[config.mk]
export PLATFORM = sky130hd
export DESIGN_NAME = spi_flash_reader_flat
export DESIGN_NICKNAME = d
export VERILOG_FILES = /design/src/rtl/spi_flash_reader_if.sv /design/src/rtl/spi_flash_reader.sv /design/src/flat_wrapper.sv
export SDC_FILE = /design/constraint.sdc
export NUM_CORES = 1
export LEC_CHECK = 0
export CAP_MARGIN = 20
export CORE_ASPECT_RATIO = 1.5
export CORE_MARGIN = 2
export CORE_UTILIZATION = 25
export CTS_CLUSTER_DIAMETER = 80
export DETAILED_ROUTE_END_ITERATION = 10
export PLACE_DENSITY = 0.47
export SETUP_SLACK_MARGIN = 0.15
export SKIP_LAST_GASP = 1
export SLEW_MARGIN = 5
export SYNTH_ARGS = -nofsm -noshare
export SYNTH_HDL_FRONTEND = slang
export SYNTH_SLANG_ARGS = --single-unit
[constraint.sdc]
create_clock -name sys_clk -period 2.55 [get_ports sys_clk]
set_input_delay 0.3825 -clock sys_clk [delete_from_list [all_inputs] [get_ports sys_clk]]
set_output_delay 0.3825 -clock sys_clk [all_outputs]
set_load 0.02 [all_outputs]
[src/rtl/spi_flash_reader_if.sv]
// -----------------------------------------------------------------------------
// spi_flash_reader_if
//   Request/response bundle between the boot/fetch path and the SPI flash
//   read engine.
//
//   req_valid / req_ready  : read request handshake
//   req_addr [31:0]        : byte address (only [23:0] reaches the flash)
//   req_cs                 : chip select index (0 -> spi_cs[0], 1 -> spi_cs[1])
//   rsp_valid / rsp_ready  : response handshake, data held until accepted
//   rsp_data [31:0]        : little-endian word, byte at req_addr in [7:0]
//
//   master : the requester (fetch path)
//   slave  : the read engine
// -----------------------------------------------------------------------------
interface spi_flash_reader_if;
  logic        req_valid;
  logic        req_ready;
  logic [31:0] req_addr;
  logic        req_cs;
  logic        rsp_valid;
  logic        rsp_ready;
  logic [31:0] rsp_data;

  modport master (
    output req_valid, req_addr, req_cs, rsp_ready,
    input  req_ready, rsp_valid, rsp_data
  );

  modport slave (
    input  req_valid, req_addr, req_cs, rsp_ready,
    output req_ready, rsp_valid, rsp_data
  );
endinterface

[src/rtl/spi_flash_reader.sv]
// -----------------------------------------------------------------------------
// spi_flash_reader
//   SPI mode-0 master that serves 32-bit word reads from a serial flash.
//   Each request sends READ (0x03) plus a 24-bit address, then clocks in four
//   bytes and returns them little-endian (first received byte in [7:0]).
//   spi_clk is produced by dividing sys_clk: each half period lasts CLK_DIV
//   sys_clk cycles.
//
//   Parameters
//     CLK_DIV   : spi_clk half period in sys_clk cycles, >= 1
//
//   Ports
//     sys_clk   : system clock, all logic on the rising edge
//     sys_rst   : synchronous active-high reset, drops any transfer in flight
//     bus       : request/response handshake (slave side)
//     spi_clk   : SPI clock, idles low
//     spi_cs    : active-low chip selects, at most one low at a time
//     spi_mosi  : serial data out, MSB first
//     spi_miso  : serial data in
// -----------------------------------------------------------------------------
module spi_flash_reader #(
  parameter int CLK_DIV = 2
) (
  input  logic               sys_clk,
  input  logic               sys_rst,
  spi_flash_reader_if.slave  bus,
  output logic               spi_clk,
  output logic [1:0]         spi_cs,
  output logic               spi_mosi,
  input  logic               spi_miso
);

  localparam int                DIV_W    = (CLK_DIV > 1) ? $clog2(CLK_DIV) : 1;
  localparam logic [DIV_W-1:0]  DIV_LAST = DIV_W'(CLK_DIV - 1);

  localparam logic [1:0] ST_IDLE  = 2'd0;
  localparam logic [1:0] ST_SETUP = 2'd1;
  localparam logic [1:0] ST_SHIFT = 2'd2;
  localparam logic [1:0] ST_DONE  = 2'd3;

  localparam logic [7:0] CMD_READ = 8'h03;

  // Bit index counts completed falling edges: 0..31 are command/address,
  // 32..63 are data bits, 64 means the final low phase (CS hold) is running.
  localparam logic [6:0] BIT_DATA = 7'd32;
  localparam logic [6:0] BIT_LAST = 7'd64;

  logic [1:0]       state;
  logic [DIV_W-1:0] div_cnt;
  logic             div_wrap;
  logic [6:0]       bit_idx;
  logic [6:0]       bit_next;
  logic [31:0]      cmd_word;
  // Holds the command bits still to be sent after the one on spi_mosi.
  logic [30:0]      tx_sr;
  logic [31:0]      rx_sr;
  logic [31:0]      rx_swapped;
  logic             rsp_valid_q;
  logic [31:0]      rsp_data_q;

  // The upper address byte is not sent to the flash.
  logic             unused_addr_hi;
  assign unused_addr_hi = ^bus.req_addr[31:24];

  assign div_wrap   = (div_cnt == DIV_LAST);
  assign bit_next   = bit_idx + 7'd1;
  assign cmd_word   = {CMD_READ, bus.req_addr[23:0]};

  // First received byte sits in rx_sr[31:24] and belongs at the lowest address.
  assign rx_swapped = {rx_sr[7:0], rx_sr[15:8], rx_sr[23:16], rx_sr[31:24]};

  // A response is only ever pending in DONE, so IDLE alone implies no
  // outstanding response.
  assign bus.req_ready = (state == ST_IDLE);
  assign bus.rsp_valid = rsp_valid_q;
  assign bus.rsp_data  = rsp_data_q;

  // NOTE: every register here is assigned with <= so that all of them see the
  // values from before the clock edge; mixing in = would make the result
  // depend on statement order.
  always_ff @(posedge sys_clk) begin
    if (sys_rst) begin
      state       <= ST_IDLE;
      div_cnt     <= '0;
      bit_idx     <= '0;
      tx_sr       <= '0;
      rx_sr       <= '0;
      rsp_valid_q <= 1'b0;
      rsp_data_q  <= '0;
      spi_clk     <= 1'b0;
      spi_cs      <= 2'b11;
      spi_mosi    <= 1'b0;
    end else begin
      case (state)
        ST_IDLE: begin
          if (bus.req_valid) begin
            tx_sr    <= cmd_word[30:0];
            spi_mosi <= cmd_word[31];
            spi_cs   <= bus.req_cs ? 2'b01 : 2'b10;
            div_cnt  <= '0;
            bit_idx  <= '0;
            state    <= ST_SETUP;
          end
        end

        ST_SETUP: begin
          if (div_wrap) begin
            // First rising edge; bit index is 0, so nothing is sampled yet.
            div_cnt <= '0;
            spi_clk <= 1'b1;
            state   <= ST_SHIFT;
          end else begin
            div_cnt <= div_cnt + DIV_W'(1);
          end
        end

        ST_SHIFT: begin
          if (!div_wrap) begin
            div_cnt <= div_cnt + DIV_W'(1);
          end else begin
            div_cnt <= '0;
            if (spi_clk) begin
              // Falling edge: the flash has sampled the current bit.
              spi_clk  <= 1'b0;
              bit_idx  <= bit_next;
              tx_sr    <= {tx_sr[29:0], 1'b0};
              spi_mosi <= (bit_next < BIT_DATA) ? tx_sr[30] : 1'b0;
            end else if (bit_idx == BIT_LAST) begin
              // End of the CS hold after the 64th falling edge.
              spi_cs      <= 2'b11;
              rsp_valid_q <= 1'b1;
              rsp_data_q  <= rx_swapped;
              state       <= ST_DONE;
            end else begin
              // Rising edge: data bits are captured from the 33rd rise on.
              spi_clk <= 1'b1;
              if (bit_idx >= BIT_DATA) begin
                rx_sr <= {rx_sr[30:0], spi_miso};
              end
            end
          end
        end

        ST_DONE: begin
          if (bus.rsp_ready) begin
            rsp_valid_q <= 1'b0;
            state       <= ST_IDLE;
          end
        end

        default: begin
          state <= ST_IDLE;
        end
      endcase
    end
  end

endmodule

[src/flat_wrapper.sv]
// flat-port wrapper written by rule: the top's interface ports become plain ports
module spi_flash_reader_flat 
#(
  parameter int CLK_DIV = 2
)
  (sys_clk, sys_rst, spi_clk, spi_cs, spi_mosi, spi_miso, bus_req_valid, bus_req_addr, bus_req_cs, bus_rsp_ready, bus_req_ready, bus_rsp_valid, bus_rsp_data);
  spi_flash_reader_if bus_i ();
  input  logic sys_clk;
  input  logic sys_rst;
  output logic spi_clk;
  output logic [1:0] spi_cs;
  output logic spi_mosi;
  input  logic spi_miso;
  input wire logic [$bits(bus_i.req_valid)-1:0] bus_req_valid;
  input wire logic [$bits(bus_i.req_addr)-1:0] bus_req_addr;
  input wire logic [$bits(bus_i.req_cs)-1:0] bus_req_cs;
  input wire logic [$bits(bus_i.rsp_ready)-1:0] bus_rsp_ready;
  output wire logic [$bits(bus_i.req_ready)-1:0] bus_req_ready;
  output wire logic [$bits(bus_i.rsp_valid)-1:0] bus_rsp_valid;
  output wire logic [$bits(bus_i.rsp_data)-1:0] bus_rsp_data;
  assign bus_i.req_valid = bus_req_valid;
  assign bus_i.req_addr = bus_req_addr;
  assign bus_i.req_cs = bus_req_cs;
  assign bus_i.rsp_ready = bus_rsp_ready;
  assign bus_req_ready = bus_i.req_ready;
  assign bus_rsp_valid = bus_i.rsp_valid;
  assign bus_rsp_data = bus_i.rsp_data;
  spi_flash_reader #(.CLK_DIV(CLK_DIV)) u_core (.sys_clk(sys_clk), .sys_rst(sys_rst), .bus(bus_i), .spi_clk(spi_clk), .spi_cs(spi_cs), .spi_mosi(spi_mosi), .spi_miso(spi_miso));
endmodule
[After elaboration in Yosys (flattened, before gate mapping)]
Index checks and enable logic that the tools add are counted.
Storage, ports and cells
  output and inout bits: 38
  register bits after elaboration: 110
Operators by class
  reduce and logical (&&, ||, !) cells: 14
  bitwise gates (word level): 2
  equal/unequal tests: 11
  add/subtract/negate cells: 2
  order comparisons: 2
  mux-type cells: 35
Operators with widths (number)
  31-bit two-way mux: 3
  31-bit one-hot mux with 2 select lines: 1
  7-bit two-way mux: 3
  2-bit two-way mux: 8
  5-bit AND reduction: 3
  7-bit one-hot mux with 2 select lines: 1
  1-bit two-way mux: 13
  2-bit by 1-bit inequality test with 1-bit output, second input constant: 4
  1-bit one-hot mux with 2 select lines: 4
  2-bit one-hot mux with 4 select lines: 1
  4-bit AND reduction: 2
  2-bit nonzero test: 4
  7-bit by 1-bit adder with 7-bit output, second input constant: 1
  7-bit == test, second input constant: 1
  7-bit by 6-bit greater-or-equal comparator with 1-bit output, second input constant: 1
  7-bit by 6-bit less-than comparator with 1-bit output, second input constant: 1
  2-bit inequality test, second input constant: 3
  6-bit AND reduction: 1
  2-bit == test, second input constant: 2
  2-bit one-hot mux with 2 select lines: 1
  3-bit AND reduction: 1
  2-bit by 1-bit == test with 1-bit output, second input constant: 1
  2-bit zero test: 1
  1-bit inverter: 2
  3 further kinds: 3

[Logic depth before layout (Yosys ltp)]
  depth after elaboration: 6
  gate-level depth with buffers: 9

[Worst setup path before layout]
Ideal clock, no wire load.
  path type: register to register
  start point: register u_core.state[0]
  end point: register u_core.tx_sr[15]
  setup slack: 0.517 ns
  stages on the path, launching flop included: 9
  buffers on the path: 2
  arrival: 1.905 ns
  cell sequence: dfxtp_1 -> inv_1 -> ha_1 -> mux2i_1 -> or2_2 -> clkbuf_1 -> buf_2 -> a222oi_1 -> nor2_1
On the way
  longest elaborated chain between the ends: 3
  elaborated cells between the ends (all ways): 8
  classes of those cells: eq/ne (4); mux (1); reduce/logical (3)
Ends and longest elaborated chain
  start: declaration: line spi_flash_reader.sv:48  | logic [1:0] state;
  start signal: assignment: line spi_flash_reader.sv:83  | state <= ST_IDLE;
  start signal: assignment: line spi_flash_reader.sv:102  | state <= ST_SETUP;
  start signal: assignment: line spi_flash_reader.sv:111  | state <= ST_SHIFT;
  2-bit zero test *
  named net bus_req_ready: line flat_wrapper.sv:18  | output wire logic [$bits(bus_i.req_ready)-1:0] bus_req_ready;
  2-bit inequality test (no line) or 2-bit nonzero test (tied branches)
  4-bit AND reduction (no line)
  end signal: assignment: line spi_flash_reader.sv:97  | tx_sr <= cmd_word[30:0];
  end signal: assignment: line spi_flash_reader.sv:126  | tx_sr <= {tx_sr[29:0], 1'b0};
  end: declaration: line spi_flash_reader.sv:55  | logic [30:0] tx_sr;
Mark *: on every way through the listed nets, which the timed path passes. The rest lies on a longest branch.
A chain may end at the register's enable or synchronous reset.

[Worst setup path after layout]
  start point: register u_core.state[0]
  end point: register u_core.rx_sr[17]
On the way
  longest elaborated chain between the ends: 2
Ends and longest elaborated chain
  2-bit == test: line spi_flash_reader.sv:94  | case (state)
  5-bit AND reduction (no line)
  end signal: assignment: line spi_flash_reader.sv:138  | rx_sr <= {rx_sr[30:0], spi_miso};
  end: declaration: line spi_flash_reader.sv:56  | logic [31:0] rx_sr;
Every way passes these cells.

==> results.txt <==
die area: 18100 µm²
CTS Buf Count: 9
worst min path class: reg -> reg
Bufs on Longest Clock Path: 2
CTS tree: built
Congestion Overflow GR: 0
Crit. Startpoint: u_core.state[0]$_SDFFE_PP0P_
maximum VDD drop: 390 µV
Layout area overhead: 27.7%
worst r2r src: u_core.state[0]$_SDFFE_PP0P_
DR vias: 3571
Worst R2R Path Depth: 7
nets@finish: 593
IO Pins: 76
Async SR Flop Fraction: 0
status: complete, no violations
Final Slew Violations: 0
Ant. Diodes: 0
cts repair resizes: 0
initial core utilization: 0.255
area share of the largest cell type after synthesis: 0.518
PortBufs: 67
critical path type: reg -> reg
final setup TNS: 0 ps
synthesized instance count: 495
initial antenna violation count: 0
total track usage: 0.107
Worst-path clk slew: 80 ps
# H-tree levels: 3
first-pass GRT wire length: 16200 µm
Worst EP arrival: 2460 ps
Die Wd: 110 µm
largest net degree at the start of global routing: 44
hold_sp: u_core.bus.rsp_data[0]$_SDFFE_PP0P_
syn_nets: 540
routed vias/inst: 4.68
register area share after synthesis: 0.518
slew at the pin closest to its max-slew limit: 520 ps
period utilisation layout: 0.854
top cells by area in the synthesized netlist: dfxtp_1 (52%), nand2_1 (11%), a21oi_1 (8.1%)
synth warn: 0
drt first pass iters: 5
Setup Fix Bufs, Post-CTS: 0
leakage power: 1.79 nW
fmax: 459 MHz
worst skew pair latency: 350 ps
CTS Hold Buffers Added: 0
final hold violations: 0
Period minus WS final: 2180 ps
core footprint: 16700 µm²
vias in the first global route: 3461
area of the mapped netlist: 4250 µm²
RSZ-0062 raised after global routing: false
CP endpoint kind: register
flop-to-flop setup slack: 370 ps
Primary FF master, synth: dfxtp_1
final setup fails: 0
number of synthesized flops with an enable pin: 0
standard-cell rows: 58
MaxCap Viol Count: 0
most common cell in the netlist: nand2_1
pwr dens: 794 nW/µm²
Max transition margin: 0.650
# DRC: 0
share of layout cells above drive strength 1: 0.0687
clock sink total: 110
Placer Congestion: 0.736
Routed Antenna Nets: 0
crit path to: u_core.rx_sr[17]$_SDFFE_PP0P_
detailed placer's ending HPWL: 6310 µm
DR iter-0 viols: 201
top cells by count, synth: nand2_1 (130), dfxtp_1 (110), a21oi_1 (69)
pre-CTS setup slack: 352 ps
Max FO, Critical Path: 32
#FFs+latches synth: 110
post-synth top area cell: dfxtp_1
fin worst setup slack: 371 ps
skew final: 10.9 ps
die height: 164 µm
CTS Root Buffer Type: clkbuf_16
WP data required: 2830 ps
r2r endpoint: u_core.rx_sr[17]$_SDFFE_PP0P_
Synth Area per Inst: 8.58 µm²
type of origin of the critical path: register
hold path depth: 2
library cells used by synthesis: 46
post-DR wirelength/cell: 12.5 µm
Routed WL: 9560 µm
cell type report:
| type | instances | area, µm² |
|---|---|---|
| Clock buffer | 9 | 225 |
| Sequential cell | 110 | 2200 |
| Fill cell | 1765 | 11300 |
| Timing Repair Buffer | 78 | 763 |
| Tap cell | 210 | 263 |
| Inverter | 9 | 33.8 |
| Multi-Input combinational cell | 340 | 1850 |
| Clock inverter | 7 | 88.8 |
cells in the final DEF, fill, tap and decap left out, drive strengths merged, types with 2 or more instances in the layout:
cell type / count
a211oi: 8
a21oi: 69
a222oi: 16
a22oi: 7
and3: 3
buf: 12
clkbuf: 9
clkdlybuf4s50: 66
clkinv: 2
dfxtp: 110
ha: 7
inv: 12
mux2i: 8
nand2: 132
nand2b: 2
nand3: 4
nor2: 39
nor2b: 2
nor3: 8
nor4: 2
o211ai: 2
o21ai: 4
o22ai: 2
o31ai: 2
xnor2: 3
xor2: 2
where the power goes:
part / switching, mW / internal (mW) / total (mW) / leakage (nW)
clock: 0.694 / 0.787 / 1.48 / 0.152
combinational: 0.506 / 0.361 / 0.867 / 0.749
sequential: 0.0975 / 1.86 / 1.96 / 0.891
total: 1.30 / 3.01 / 4.31 / 1.79
per-stage QoR:
step                hold WS (ps)  instance area, µm²   util  total power, mW  instances
finish                       456                5420  0.325             4.31        763
global placement             444                5110  0.306             2.85        747
global route                 476                5420  0.325             4.55        763
CTS                          458                5420  0.325             4.37        763
detailed placement           448                5110  0.306             2.87        747
floorplan                    432                4250      -             2.60        495
state kept, by name, summed over array words and instances, names as in the netlist:
signal                cells
u_core.spi_mosi           1
u_core.spi_clk            1
u_core.rx_sr             32
u_core.div_cnt            1
u_core.state              2
u_core.tx_sr             31
u_core.spi_cs             2
u_core.bus.rsp_data      32
u_core.bus.rsp_valid      1
u_core.bit_idx            7
worst max-delay path, cell delays in order (launching register included):
cell,delay [ps]
dfxtp_1,350
inv_1,100
ha_1,410
nand2_1,300
a2111oi_4,330
buf_4,380
nand2_1,110
a21oi_1,120
logic make-up (layout without fill, tap and decap cells):
| logic type | after synthesis | after routing | share of synthesized area |
|---|---|---|---|
| AOI/OAI and AO/OA | 119 | 119 | 0.181 |
| xor gates and xnor gates | 5 | 5 | 0.0103 |
| adders and majority gates | 7 | 7 | 0.0206 |
| buffers and inverters | 45 | 103 | 0.0512 |
| DFF | 110 | 110 | 0.518 |
| muxes | 8 | 8 | 0.0188 |
| and+or+nand+nor | 201 | 201 | 0.200 |
how the worst min path moves through the flow:
stage | end | slack, ps
2_1_floorplan | u_core.bus.rsp_data[7]$_SDFFE_PP0P_ | 430
3_3_place_gp | u_core.bus.rsp_data[27]$_SDFFE_PP0P_ | 440
3_5_place_dp | u_core.bus.rsp_data[0]$_SDFFE_PP0P_ | 450
4_1_cts | u_core.bus.rsp_data[0]$_SDFFE_PP0P_ | 460
5_1_grt | u_core.bus.rsp_data[0]$_SDFFE_PP0P_ | 480
6_report | u_core.bus.rsp_data[0]$_SDFFE_PP0P_ | 460
per-layer routing:
layer / GRT usage / share of wire / wire length [µm]
met3: 0.0249 / 0.040 / 378
met2: 0.199 / 0.51 / 4910
met5: 0 / 0 / 0
met1: 0.120 / 0.43 / 4130
met4: 0.0392 / 0.014 / 138
(Power assumes the default switching activity.)
